**config.mk**
```make
export PLATFORM = sky130hd
export DESIGN_NAME = y86_pipe_ctrl_flat
export DESIGN_NICKNAME = d
export VERILOG_FILES = /design/src/rtl/y86_pipe_ctrl_if.sv /design/src/rtl/y86_pipe_ctrl.sv /design/src/flat_wrapper.sv
export SDC_FILE = /design/constraint.sdc
export NUM_CORES = 1
export LEC_CHECK = 0
export BUFFER_PORTS_ARGS = -buffer_cell sky130_fd_sc_hd__buf_2
export CORE_MARGIN = 2
export CORE_UTILIZATION = 29
export DETAILED_ROUTE_END_ITERATION = 10
export MAX_ROUTING_LAYER = met4
export RECOVER_POWER = 100
export SLEW_MARGIN = 20
export SYNTH_ARGS = -nofsm -noshare
export SYNTH_HDL_FRONTEND = slang
export SYNTH_SLANG_ARGS = --single-unit
```
**constraint.sdc**
```tcl
create_clock -name clk -period 2.3 [get_ports clk]
set_input_delay 0.23 -clock clk [delete_from_list [all_inputs] [get_ports clk]]
set_output_delay 0.23 -clock clk [all_outputs]
set_load 0.1 [all_outputs]
```
**src/rtl/y86_pipe_ctrl_if.sv**
```systemverilog
// Signal bundle between the Y86 pipeline datapath (master) and the control unit (slave).
// When Y86_PIPE_PERF_EN is defined, the bundle also carries the performance counters.
interface y86_pipe_ctrl_if;
  logic [3:0]  D_icode;
  logic [3:0]  d_srcA;
  logic [3:0]  d_srcB;
  logic [3:0]  E_icode;
  logic [3:0]  E_dstM;
  logic        e_Cnd;
  logic [3:0]  W_icode;
  logic        F_stall;
  logic        D_stall;
  logic        D_bubble;
  logic        E_bubble;
  logic        M_bubble;
  logic        W_stall;
  logic [2:0]  ctrl_state;
`ifdef Y86_PIPE_PERF_EN
  logic [31:0] perf_stall_cnt;
  logic [31:0] perf_bubble_cnt;

  modport master (
    output D_icode, d_srcA, d_srcB, E_icode, E_dstM, e_Cnd, W_icode,
    input  F_stall, D_stall, D_bubble, E_bubble, M_bubble, W_stall, ctrl_state,
    input  perf_stall_cnt, perf_bubble_cnt
  );

  modport slave (
    input  D_icode, d_srcA, d_srcB, E_icode, E_dstM, e_Cnd, W_icode,
    output F_stall, D_stall, D_bubble, E_bubble, M_bubble, W_stall, ctrl_state,
    output perf_stall_cnt, perf_bubble_cnt
  );
`else
  modport master (
    output D_icode, d_srcA, d_srcB, E_icode, E_dstM, e_Cnd, W_icode,
    input  F_stall, D_stall, D_bubble, E_bubble, M_bubble, W_stall, ctrl_state
  );

  modport slave (
    input  D_icode, d_srcA, d_srcB, E_icode, E_dstM, e_Cnd, W_icode,
    output F_stall, D_stall, D_bubble, E_bubble, M_bubble, W_stall, ctrl_state
  );
`endif
endinterface

```
**src/rtl/y86_pipe_ctrl.sv**
```systemverilog
// Y86 pipeline hazard control: load-use stall, mispredict squash, RET fetch hold, HALT freeze.
// Optional feature macro: Y86_PIPE_PERF_EN adds 32-bit stall/bubble performance counters.
module y86_pipe_ctrl #(
  parameter int RET_WAIT = 3
) (
  input  logic          clk,
  input  logic          reset,
  y86_pipe_ctrl_if.slave ctrl
);

  localparam logic [3:0] I_HALT   = 4'h0;
  localparam logic [3:0] I_MRMOVL = 4'h5;
  localparam logic [3:0] I_JXX    = 4'h7;
  localparam logic [3:0] I_RET    = 4'h9;
  localparam logic [3:0] I_POPL   = 4'hB;
  localparam logic [3:0] R_NONE   = 4'hF;

  localparam int CW = (RET_WAIT < 2) ? 1 : $clog2(RET_WAIT + 1);

  typedef enum logic [2:0] {
    ST_RUN    = 3'd0,
    ST_RETW   = 3'd1,
    ST_HALTED = 3'd2
  } state_e;

  state_e        state_q, state_d;
  logic [CW-1:0] cnt_q, cnt_d;

  logic load_use;
  logic mispred;
  logic f_stall, d_stall, d_bubble, e_bubble, m_bubble, w_stall;

  assign load_use = ((ctrl.E_icode == I_MRMOVL) || (ctrl.E_icode == I_POPL)) &&
                    (ctrl.E_dstM != R_NONE) &&
                    ((ctrl.E_dstM == ctrl.d_srcA) || (ctrl.E_dstM == ctrl.d_srcB));

  assign mispred = (ctrl.E_icode == I_JXX) && !ctrl.e_Cnd;

  always_ff @(posedge clk or posedge reset) begin
    if (reset) begin
      state_q <= ST_RUN;
      cnt_q   <= '0;
    end else begin
      state_q <= state_d;
      cnt_q   <= cnt_d;
    end
  end

  always_comb begin
    state_d  = ST_RUN;
    cnt_d    = cnt_q;
    f_stall  = 1'b0;
    d_stall  = 1'b0;
    d_bubble = 1'b0;
    e_bubble = 1'b0;
    m_bubble = 1'b0;
    w_stall  = 1'b0;

    case (state_q)
      ST_RUN: begin
        state_d = ST_RUN;
        if (load_use) begin
          f_stall  = 1'b1;
          d_stall  = 1'b1;
          e_bubble = 1'b1;
        end else if (mispred) begin
          // A RET sitting in decode is on the wrong path here and is squashed.
          d_bubble = 1'b1;
          e_bubble = 1'b1;
        end else if (ctrl.D_icode == I_RET) begin
          f_stall  = 1'b1;
          d_bubble = 1'b1;
          state_d  = ST_RETW;
          cnt_d    = CW'(RET_WAIT - 1);
        end
      end

      ST_RETW: begin
        f_stall  = 1'b1;
        d_bubble = 1'b1;
        // The RUN cycle that saw the RET is the first hold cycle, so RETW
        // exits on the edge where the counter reaches zero.
        cnt_d    = (cnt_q == '0) ? '0 : cnt_q - CW'(1);
        state_d  = (cnt_d == '0) ? ST_RUN : ST_RETW;
      end

      ST_HALTED: begin
        f_stall  = 1'b1;
        d_stall  = 1'b1;
        w_stall  = 1'b1;
        m_bubble = 1'b1;
        state_d  = ST_HALTED;
      end

      default: begin
        state_d = ST_RUN;
        cnt_d   = '0;
      end
    endcase

    if (ctrl.W_icode == I_HALT) begin
      state_d = ST_HALTED;
      cnt_d   = '0;
    end
  end

  // Reset forces quiet outputs even while combinational hazard inputs are active.
  assign ctrl.F_stall    = f_stall  & ~reset;
  assign ctrl.D_stall    = d_stall  & ~reset;
  assign ctrl.D_bubble   = d_bubble & ~reset;
  assign ctrl.E_bubble   = e_bubble & ~reset;
  assign ctrl.M_bubble   = m_bubble & ~reset;
  assign ctrl.W_stall    = w_stall  & ~reset;
  assign ctrl.ctrl_state = reset ? 3'd0 : state_q;

`ifdef Y86_PIPE_PERF_EN
  logic [31:0] perf_stall_q, perf_stall_d;
  logic [31:0] perf_bubble_q, perf_bubble_d;

  always_comb begin
    perf_stall_d  = perf_stall_q;
    perf_bubble_d = perf_bubble_q;
    if (state_q != ST_HALTED) begin
      if (f_stall)
        perf_stall_d = perf_stall_q + 32'd1;
      if (d_bubble || e_bubble)
        perf_bubble_d = perf_bubble_q + 32'd1;
    end
  end

  always_ff @(posedge clk or posedge reset) begin
    if (reset) begin
      perf_stall_q  <= '0;
      perf_bubble_q <= '0;
    end else begin
      perf_stall_q  <= perf_stall_d;
      perf_bubble_q <= perf_bubble_d;
    end
  end

  assign ctrl.perf_stall_cnt  = perf_stall_q;
  assign ctrl.perf_bubble_cnt = perf_bubble_q;
`endif

  a_stall_xor_bubble: assert property (@(posedge clk) disable iff (reset)
    !(d_stall && d_bubble));
  a_dstall_needs_fstall: assert property (@(posedge clk) disable iff (reset)
    d_stall |-> f_stall);
  a_halted_sticky: assert property (@(posedge clk) disable iff (reset)
    (state_q == ST_HALTED) |=> (state_q == ST_HALTED));

endmodule

```
**src/flat_wrapper.sv**
```systemverilog
// flat-port wrapper written by rule: the top's interface ports become plain ports
module y86_pipe_ctrl_flat 
#(
  parameter int RET_WAIT = 3
)
  (clk, reset, ctrl_D_icode, ctrl_d_srcA, ctrl_d_srcB, ctrl_E_icode, ctrl_E_dstM, ctrl_e_Cnd, ctrl_W_icode, ctrl_F_stall, ctrl_D_stall, ctrl_D_bubble, ctrl_E_bubble, ctrl_M_bubble, ctrl_W_stall, ctrl_ctrl_state);
  y86_pipe_ctrl_if ctrl_i ();
  input  logic clk;
  input  logic reset;
  input wire logic [$bits(ctrl_i.D_icode)-1:0] ctrl_D_icode;
  input wire logic [$bits(ctrl_i.d_srcA)-1:0] ctrl_d_srcA;
  input wire logic [$bits(ctrl_i.d_srcB)-1:0] ctrl_d_srcB;
  input wire logic [$bits(ctrl_i.E_icode)-1:0] ctrl_E_icode;
  input wire logic [$bits(ctrl_i.E_dstM)-1:0] ctrl_E_dstM;
  input wire logic [$bits(ctrl_i.e_Cnd)-1:0] ctrl_e_Cnd;
  input wire logic [$bits(ctrl_i.W_icode)-1:0] ctrl_W_icode;
  output wire logic [$bits(ctrl_i.F_stall)-1:0] ctrl_F_stall;
  output wire logic [$bits(ctrl_i.D_stall)-1:0] ctrl_D_stall;
  output wire logic [$bits(ctrl_i.D_bubble)-1:0] ctrl_D_bubble;
  output wire logic [$bits(ctrl_i.E_bubble)-1:0] ctrl_E_bubble;
  output wire logic [$bits(ctrl_i.M_bubble)-1:0] ctrl_M_bubble;
  output wire logic [$bits(ctrl_i.W_stall)-1:0] ctrl_W_stall;
  output wire logic [$bits(ctrl_i.ctrl_state)-1:0] ctrl_ctrl_state;
  assign ctrl_i.D_icode = ctrl_D_icode;
  assign ctrl_i.d_srcA = ctrl_d_srcA;
  assign ctrl_i.d_srcB = ctrl_d_srcB;
  assign ctrl_i.E_icode = ctrl_E_icode;
  assign ctrl_i.E_dstM = ctrl_E_dstM;
  assign ctrl_i.e_Cnd = ctrl_e_Cnd;
  assign ctrl_i.W_icode = ctrl_W_icode;
  assign ctrl_F_stall = ctrl_i.F_stall;
  assign ctrl_D_stall = ctrl_i.D_stall;
  assign ctrl_D_bubble = ctrl_i.D_bubble;
  assign ctrl_E_bubble = ctrl_i.E_bubble;
  assign ctrl_M_bubble = ctrl_i.M_bubble;
  assign ctrl_W_stall = ctrl_i.W_stall;
  assign ctrl_ctrl_state = ctrl_i.ctrl_state;
  y86_pipe_ctrl #(.RET_WAIT(RET_WAIT)) u_core (.clk(clk), .reset(reset), .ctrl(ctrl_i));
endmodule
```
==> impl_metrics.csv <==
group,metric,value,unit
power_and_ir_drop,netSwitchingPower,0.302,mW
clock_tree,numCtsBuffers,3,
clock_tree,post_cts_buffers,0,
floorplan,core_area,1730,sq um
worst_setup_path,critPathLaunchType,"primary input",
power_and_ir_drop,switching_share,54.9,%
finish,multiInputGateArea,408,sq um
placement,place_congestion,0.727,
worst_setup_path,slowest_delay,540,ps
placement,port_buffers,34,
clock_tree,root_buffer,"clkbuf_4",
clock_tree,clkTransAtPathRegs,30,ps
power_and_ir_drop,clockPowerShare,15.0,%
synth,seq_area_frac_synth,18.7,%
synth,async_flop_share,100,%
sta,skew,0.159,ps
finish,finalInstanceArea,752,sq um
global_route,grt_overflow,0,
global_route,grt_max_degree,9,
worst_setup_path,crit_start,"reset",
placement,dpl.hpwl,1050,um
finish,area_delta_synth_final,40.7,%
clock_tree,cts_tree,"yes",
worst_hold_path,hold_start,"ctrl_W_icode[2]",
synth,netlist_area,534,sq um
finish,final_common_cell,"buf_2",
status,status,"completed",
floorplan,die_width,46.9,um
sta,drv_slew,0,
global_route,grt_antenna_before_repair,0,
synth,postSynthCellCount,61,
worst_setup_path,crit_required,2070,ps
floorplan,pin_count,36,
worst_setup_path,crit_buf_inv,4,
worst_hold_path,holdPathStages,4,
worst_setup_path,worstPathArrival,1820,ps
sta,fmax,487,MHz
worst_setup_path,critPathSlowestCell,"dlygate4sd3_1",
clock_tree,clockBufferDepth,2,
flow_run,maxCapViolations,0,
global_route,grt_pass1_vias,475,
sta,tightest_slew,634,ps
detailed_routing,vias,539,
worst_hold_path,min_to,"u_core.cnt_q[1]",
synth,syn_area_per_cell,8.76,sq um
worst_setup_path,timing.rr.start,"u_core.state_q[0]",
floorplan,dieArea,2200,sq um
synth,yosys-top-cells-area,"dfrtp_1 19%, xnor2_1 13%, ha_1 9.4%",
detailed_routing,wl_per_cell,10.3,um
floorplan,chipHeight,46.9,um
finish,final_cell_mix,"25 x buf_2, 8 x xnor2_1, 8 x clkbuf_2",
worst_setup_path,crit_family,"buffers and inverters",
clock_tree,clock_latency,230,ps
clock_tree,htree_levels,1,
synth,synth-edff-count,0,
worst_hold_path,min_path_type,"in2reg",
power_and_ir_drop,p_int,0.248,mW
detailed_routing,drc,0,
worst_setup_path,path_cells,"dlygate4sd3_1 -> clkbuf_1 -> inv_1 -> o211a_1 -> clkbuf_2",
global_route,grt_use_total,11.9,%
sta,setup_viol,0,
sta,fin_setup_tns,0,ps
synth,synth_top_area_share,18.7,%
worst_setup_path,worstReg2RegEnd,"u_core.cnt_q[0]",
power_and_ir_drop,p_per_area,732,nW/um^2
sta,fin_crit_sh,89.3,%
finish,final.fill_count,186,
finish,seqCellArea,100,sq um
power_and_ir_drop,combPwrFrac,66.8,%
finish,fin_nets,129,
detailed_routing,wl,1250,um
placement,placed_cell_area,729,sq um
finish,num_antenna_cells,0,
synth,synth-main-ff-cell,"dfrtp_1",
floorplan,initial_core_util,30.9,%
power_and_ir_drop,p_seq_share,18.1,%
sta,rsz0062_at_grt,"false",
sta,finalHoldViolCount,0,
detailed_routing,viasPerCell,4.45,
synth,ys_warn_count,0,
detailed_routing,dr.pass1.iters,4,
clock_tree,clock_sinks,4,
worst_setup_path,crit_type,"in2out",
sta,layout_min_cycle_time,2050,ps
worst_setup_path,reg2reg_slack,870,ps
finish,drive_above_1_share,45.8,%
sta,slew_headroom,57.3,%
synth,syn_nets,92,
synth,ys_types,35,
power_and_ir_drop,peakVddDrop,0.000318,V
floorplan,std_cell_rows,15,
worst_setup_path,critPathCaptureType,"output port",
synth,ys_ff_latch,4,
detailed_routing,drtAntennaViolNets,0,
detailed_routing,drtIter0Drc,5,
synth,synth_top_cell_by_area,"dfrtp_1",
worst_setup_path,r2r_cells,5,
power_and_ir_drop,p_leak,0.361,nW
worst_setup_path,critPathMaxFanout,6,
global_route,grt_pass1_wl,1810,um
[power by group through the flow]
stage          Combinational [mW]  Sequential (mW)  Clock, mW
6_report                    0.368           0.0999     0.0827
3_5_place_dp                0.374            0.101          0
2_1_floorplan               0.313           0.0980          0
5_1_grt                     0.392            0.102     0.0943
3_3_place_gp                0.371            0.100          0
4_1_cts                     0.376            0.100     0.0891
[worst max path at each step]
stage | cells past startpoint | end | slack [ps]
after CTS | 5 | ctrl_F_stall | 290
after detailed placement | 7 | ctrl_F_stall | 380
after floorplan | 4 | ctrl_W_stall | 90
final | 5 | ctrl_E_bubble | 250
after global routing | 5 | ctrl_F_stall | 160
after global placement | 7 | ctrl_F_stall | 410
[layout make-up]
class	instances	share of cell area (%)
Sequential cell	4	13.3
Timing Repair Buffer	35	23.8
Multi-Input combinational cell	51	54.2
Clock buffer	3	3.00
Inverter	3	1.50
Tap cell	25	4.16
[worst register-to-register path: stages (launching register included)]
cell	delay, ps
dfrtp_1	360
inv_1	80
ha_1	300
a21o_1	190
a21oi_1	210
mux2i_1	220
[Yosys cell counts (2+ instances only)]
| library cell | count |
|---|---|
| nor2_1 | 8 |
| xnor2_1 | 8 |
| dfrtp_1 | 4 |
| ha_1 | 4 |
| inv_1 | 3 |
| buf_4 | 2 |
| nand2_1 | 2 |
| nand4_1 | 2 |
| o21a_1 | 2 |
[what timing repair did]
action	CTS	global route
gates resized for setup	0	0
setup endpoints to repair	0	0
hold buffers	1	0
endpoints found under the hold margin	4	0
[layer usage]
metal / vias to the layer above / GRT usage [%] / share of wire [%]
li1: 284 / - / -
met1: 234 / 13.0 / 41
met2: 21 / 21.6 / 51
met3: 0 / 0 / 7.8
met4: 0 / 6.67 / 0
met5: - / - / 0
[per-stage QoR]
step | power [mW] | instances | setup WS (ps) | hold slack (ps) | util (%)
floorplan | 0.411 | 61 | 89.5 | 12.7 | -
global placement | 0.472 | 117 | 411 | 217 | 42.2
detailed placement | 0.475 | 117 | 382 | 218 | 42.2
CTS | 0.565 | 121 | 292 | 362 | 44.1
global route | 0.589 | 121 | 156 | 459 | 43.6
finish | 0.550 | 121 | 246 | 412 | 43.6
[cells by family after synthesis]
family                   synth area share (%)
AO/OA/AOI/OAI                            20.4
multiplexers                             1.87
XOR/XNOR                                 13.1
flip-flops                               18.7
buffers and inverters                    5.85
AND/OR/NAND/NOR                          30.0
adder cells (fa/ha/maj)                  9.37
other                                   0.702
[sequential cells by signal, summed over array words and instances (netlist names)]
| signal | count |
|---|---|
| u_core.cnt_q | 2 |
| u_core.state_q | 2 |
No activity file was read; power rests on OpenSTA's default activity.
